==> src/rtl/wb_pkg.sv <==
// Shared widths, writeback entry layout and occupancy states for the writeback stage.
package wb_pkg;

  localparam int unsigned DATA_W = 192;
  localparam int unsigned REG_W  = 4;

  typedef struct packed {
    logic [DATA_W-1:0] data;
    logic [REG_W-1:0]  rd;
    logic              vec;
  } wb_entry_t;

  typedef enum logic [1:0] {StEmpty, StOne, StFull} occ_e;

  function automatic occ_e occ_state(logic [1:0] count);
    case (count)
      2'd0:    return StEmpty;
      2'd1:    return StOne;
      default: return StFull;
    endcase
  endfunction

endpackage

==> src/rtl/wb_fifo.sv <==
// Two-entry in-order buffer; entry 0 is always the head, unused slots are held at zero.
module wb_fifo
  import wb_pkg::*;
(
  input  logic       clk,
  input  logic       rst,
  input  logic       push,
  input  logic       pop,
  input  logic       flush,
  input  wb_entry_t  din,
  output wb_entry_t  head,
  output logic [1:0] count
);

  wb_entry_t  mem0_q, mem0_d, mem1_q, mem1_d;
  logic [1:0] count_q, count_d;
  logic       do_push, do_pop;

  always_comb begin
    mem0_d  = mem0_q;
    mem1_d  = mem1_q;
    count_d = count_q;
    do_pop  = pop && (count_q != 2'd0);
    do_push = push && ((count_q != 2'd2) || do_pop);
    if (flush) begin
      mem0_d  = '0;
      mem1_d  = '0;
      count_d = 2'd0;
    end else begin
      case ({do_push, do_pop})
        2'b10: begin
          if (count_q == 2'd0) mem0_d = din;
          else                 mem1_d = din;
          count_d = count_q + 2'd1;
        end
        2'b01: begin
          mem0_d  = mem1_q;
          mem1_d  = '0;
          count_d = count_q - 2'd1;
        end
        2'b11: begin
          // Occupancy is unchanged; the new entry lands behind whatever remains.
          if (count_q == 2'd1) begin
            mem0_d = din;
          end else begin
            mem0_d = mem1_q;
            mem1_d = din;
          end
        end
        default: ;
      endcase
    end
  end

  always_ff @(posedge clk or posedge rst) begin
    if (rst) begin
      mem0_q  <= '0;
      mem1_q  <= '0;
      count_q <= 2'd0;
    end else begin
      mem0_q  <= mem0_d;
      mem1_q  <= mem1_d;
      count_q <= count_d;
    end
  end

  assign head  = mem0_q;
  assign count = count_q;

endmodule

==> src/rtl/writeback_stage.sv <==
// Writeback stage: selects the result to write back, buffers it two deep, and counts
// entries consumed by the register files.
module writeback_stage #(
  parameter int unsigned DATA_W = wb_pkg::DATA_W,
  parameter int unsigned REG_W  = wb_pkg::REG_W
) (
  input  logic              clk,
  input  logic              rst,
  input  logic              in_valid,
  output logic              in_ready,
  input  logic              regWrite,
  input  logic              memToReg,
  input  logic              VecOp,
  input  logic [REG_W-1:0]  rd,
  input  logic [DATA_W-1:0] aluResult,
  input  logic [DATA_W-1:0] rdv,
  input  logic [DATA_W-1:0] rds,
  input  logic              flush,
  output logic              out_valid,
  input  logic              out_ready,
  output logic [DATA_W-1:0] wbData,
  output logic [REG_W-1:0]  wbRd,
  output logic              wbVec,
  output logic [31:0]       retired
);

  import wb_pkg::*;

  wb_entry_t  din, head;
  logic [1:0] count;
  occ_e       state;
  logic       accept, push, pop;
  logic [31:0] retired_q;

  // Handshake is decoded from registered occupancy only, so reset clears it immediately.
  assign state     = occ_state(count);
  assign in_ready  = (state != StFull);
  assign out_valid = (state != StEmpty);

  assign accept = in_valid && in_ready && !flush;
  assign push   = accept && regWrite;
  assign pop    = out_valid && out_ready && !flush;

  always_comb begin
    din     = '0;
    din.rd  = rd;
    din.vec = VecOp;
    if (!memToReg)  din.data = aluResult;
    else if (VecOp) din.data = rdv;
    else            din.data = rds;
  end

  wb_fifo u_fifo (
    .clk   (clk),
    .rst   (rst),
    .push  (push),
    .pop   (pop),
    .flush (flush),
    .din   (din),
    .head  (head),
    .count (count)
  );

  always_ff @(posedge clk or posedge rst) begin
    if (rst) begin
      retired_q <= 32'd0;
    end else if (pop) begin
      retired_q <= retired_q + 32'd1;
    end
  end

  assign wbData  = out_valid ? head.data : '0;
  assign wbRd    = out_valid ? head.rd   : '0;
  assign wbVec   = out_valid ? head.vec  : 1'b0;
  assign retired = retired_q;

endmodule

==> config.mk <==
export PLATFORM = sky130hd
export DESIGN_NAME = writeback_stage
export DESIGN_NICKNAME = d
export VERILOG_FILES = /design/src/rtl/wb_pkg.sv /design/src/rtl/wb_fifo.sv /design/src/rtl/writeback_stage.sv
export SDC_FILE = /design/constraint.sdc
export NUM_CORES = 1
export LEC_CHECK = 0
export BUFFER_PORTS_ARGS = -buffer_cell sky130_fd_sc_hd__buf_2
export CORE_AREA = 10 10 314 316
export CTS_BUF_LIST = sky130_fd_sc_hd__clkbuf_4
export DETAILED_ROUTE_END_ITERATION = 10
export DIE_AREA = 0 0 324 326
export GPL_TIMING_DRIVEN = 0
export MAX_ROUTING_LAYER = met4
export PLACE_DENSITY_LB_ADDON = 0.08
export SLEW_MARGIN = 20
export SYNTH_ARGS = -nofsm -noshare
export SYNTH_HDL_FRONTEND = slang
export SYNTH_SLANG_ARGS = --single-unit
==> constraint.sdc <==
create_clock -name clk -period 16.27 [get_ports clk]
set_clock_uncertainty 0.15 [all_clocks]
set_input_delay 3.254 -clock clk [delete_from_list [all_inputs] [get_ports clk]]
set_output_delay 3.254 -clock clk [all_outputs]
set_load 0.05 [all_outputs]
==> impl_metrics.toml <==
[floorplan]
num_rows = 112
die_height_um = 326
dieArea_mm2 = 0.106
fp.dieW_um = 324
io_pins = 819
design.core.area_mm2 = 0.0925
start_util_pct = 25.9

[timing]
hold_viol = 0
final_max_slew_viol_count = 0
rsz0062_at_grt = "false"
period_minus_slack_ns = 7.39
slew_headroom_pct = 21.3
worst_pin_slew_ns = 1.18
finalSetupViolCount = 0
fmax_mhz = 135
period_share_pct = 45.4

[place]
numPortBuffers = 815
placed_area_mm2 = 0.0296
dp_cells = 4549
gp_congestion = 0.958
place_hpwl_um = 85500

[worst_setup_path]
startpoint_type = "flop"
reg2reg_depth = 8
cp.required_ns = 12.87
worstSetupPathType = "flop to output pin"
cp_data_arrival_time_ns = 3.99
cp_slowest_stage_delay_ns = 0.61
crit_top_cell = "clkbuf_1"
cp_slowest_cell = "clkbuf_1"
path_cells = "inv_1 > ha_1 > buf_6 > clkbuf_2 > clkbuf_1 > clkbuf_1 > or2_2 > buf_2"
path_max_fanout = 10
cp-end-kind = "output pin"

[grt]
track_usage_pct = 20.3
grt_overflow_total = 0
grt_pass1_wl_um = 157000
grt_pass1_vias = 24600
grt_max_degree = 99
antenna_found_initial = 19

[clock_network]
post_cts_buffers = 0
cts_resized = 0
clk_path_buf_depth = 3
htreeDepth = 4
clock_sinks = 428
root_buffer = "clkbuf_4"
numCtsBuffers = 132
cts_tree = "yes"
hold_buffers = 0
insertion_delay_ns = 1.01
clkTransAtPathRegs_ns = 0.05

[hold_path]
hold_depth = 2
hold_class = "flop to flop"

[routing]
viasPerCell = 4.73
wl_met3_um = 7100
met1_length_um = 43700
routedWlPerCell_um = 22.6
initialDrtViolationCount = 933
wl_met2_um = 54700
first_pass_iters = 5
totalWireLength_um = 108000
top_layer = "met4"
drc = 0
vias = 22600
ant_nets = 0

[logic_synthesis]
synth_area_per_cell_um2 = 9.44
synthArstFlopShare_pct = 100
ys_seq_area_share_pct = 44.8
synth_edf_count = 0
syn-num-nets = 3125
synthDistinctLibCells = 43
synthesis.area_mm2 = 0.0239
synthFlopType = "dfrtp_1"
synth-seq-cells = 428
synthCells = 2533
ys_warn_count = 0

[layout]
design_area_mm2 = 0.0312
multiInputGateArea_mm2 = 0.0121
drive_gt1_share_pct = 37.1
area.sequential_mm2 = 0.0107
n_fill_cell = 9947
syn_to_final_growth_pct = 30.4
nNetsFinal = 4078
fin_cells = 4774

[outcome]
status = "complete, no violations"

[flow_run]
cap_violations = 0

[power_and_ir_drop]
power_density_mw_per_mm2 = 134
vdd_drop_max_uv = 68.0
p_leak_nw = 15.8
## cell usage in the layout (no fill, tap or decap), types with 2 or more instances in the layout
cell	instances
nand3_1	9
dfrtp_1	428
and2_1	2
nand2_1	410
clkbuf_4	182
xor2_1	15
o21ai_0	257
and3_1	4
buf_2	875
nor2b_1	198
clkbuf_2	17
or2_2	3
buf_16	4
buf_1	9
bufinv_16	2
ha_1	4
inv_1	9
clkbuf_1	95
nor3_1	2
clkinvlp_4	3
mux2_1	5
mux2i_1	203
diode_2	12
inv_2	2
xnor2_1	16
o21ai_1	133
a22o_1	192
clkinv_2	2
buf_6	16
nor2_1	210
buf_4	19
clkinv_1	22
nand4_1	10
mux2_2	189
## through the flow
stage	power (mW)	utilization (%)	setup TNS [ns]	hold slack, ns	setup WS [ns]
floorplan	2.61	-	0	0.292	0.948
global placement	3.18	31.9	-1964.62	0.310	-4.66
detailed placement	3.20	32.0	0	0.318	9.71
CTS	4.28	33.7	0	0.333	8.65
global route	4.46	33.7	0	0.341	8.59
finish	4.20	33.7	0	0.329	8.88
## cell families after synthesis
group | share of synthesized area [%]
AOI/OAI and AO/OA | 15.4
xor gates and xnor gates | 1.14
adders and majority gates | 0.209
buffers and inverters | 4.72
DFF | 44.8
muxes | 17.6
and+or+nand+nor | 16.2
## path summary, 6_finish.rpt
check | from | end | slack [ns]
max in group asynchronous | rst | u_fifo.mem1_q[119] | 11.94
max reg2reg | u_fifo.count[0] | u_fifo.head[9] | 13.07
max | u_fifo.count[1] | in_ready | 8.88
min in group asynchronous | rst | u_fifo.head[32] | 2.24
min reg2reg | u_fifo.head[2] | u_fifo.head[2] | 0.33
min | u_fifo.head[2] | u_fifo.head[2] | 0.33
## flip-flops by register name, indices dropped and copies added (netlist names)
register,flops
retired,32
u_fifo.count,2
u_fifo.head,197
u_fifo.mem1_q,197
## worst max-delay path, delay by kind of cell (launching register included)
| kind | cells | cell delay (ns) |
|---|---|---|
| fa+ha+maj | 1 | 0.17 |
| buf+inv | 6 | 2.20 |
| flops | 1 | 0.38 |
| simple gates | 1 | 0.22 |
## layout make-up
type / instances / area share (%)
multi-input cells: 1879 / 38.7
flip-flops and latches: 428 / 34.3
repair buffers: 819 / 13.4
well taps: 1197 / 4.80
clock buffers: 182 / 4.38
plain buffers: 216 / 3.52
clock inverters: 31 / 0.585
inverters: 10 / 0.144
diodes: 12 / 0.0962
## routing by layer
metal | vias to the layer above | global-route usage, %
li1 | 10700 | -
met1 | 11000 | 22.7
met2 | 754 | 35.0
met3 | 147 | 5.30
met4 | 0 | 6.24
met5 | - | -
## Yosys cell counts (2+ instances only)
library cell	count	share of area, %
a22o_1	192	7.0
xnor2_1	16	0.59
o21ai_0	258	5.4
inv_1	10	0.16
ha_1	4	0.21
nor3_1	2	0.042
dfrtp_1	428	45
nand4_1	10	0.26
mux2_1	5	0.24
mux2_2	189	8.9
xor2_1	15	0.55
buf_1	9	0.14
buf_6	16	0.75
buf_2	60	1.3
o21ai_1	132	2.8
or2_2	3	0.078
mux2i_1	203	8.5
nor2_1	210	3.3
clkbuf_1	101	1.6
nand2_1	410	6.4
nand3_1	9	0.19
and2_1	2	0.052
and3_1	4	0.10
buf_4	19	0.60
clkbuf_2	11	0.23
nor2b_1	198	5.2
## power by group
group	internal [mW]	switching [mW]	total, mW
Clock	0.542	0.496	1.04
Sequential	1.30	0.137	1.44
Combinational	0.543	1.18	1.72
Total	2.39	1.81	4.20
Power figures use the tool's default switching activity.
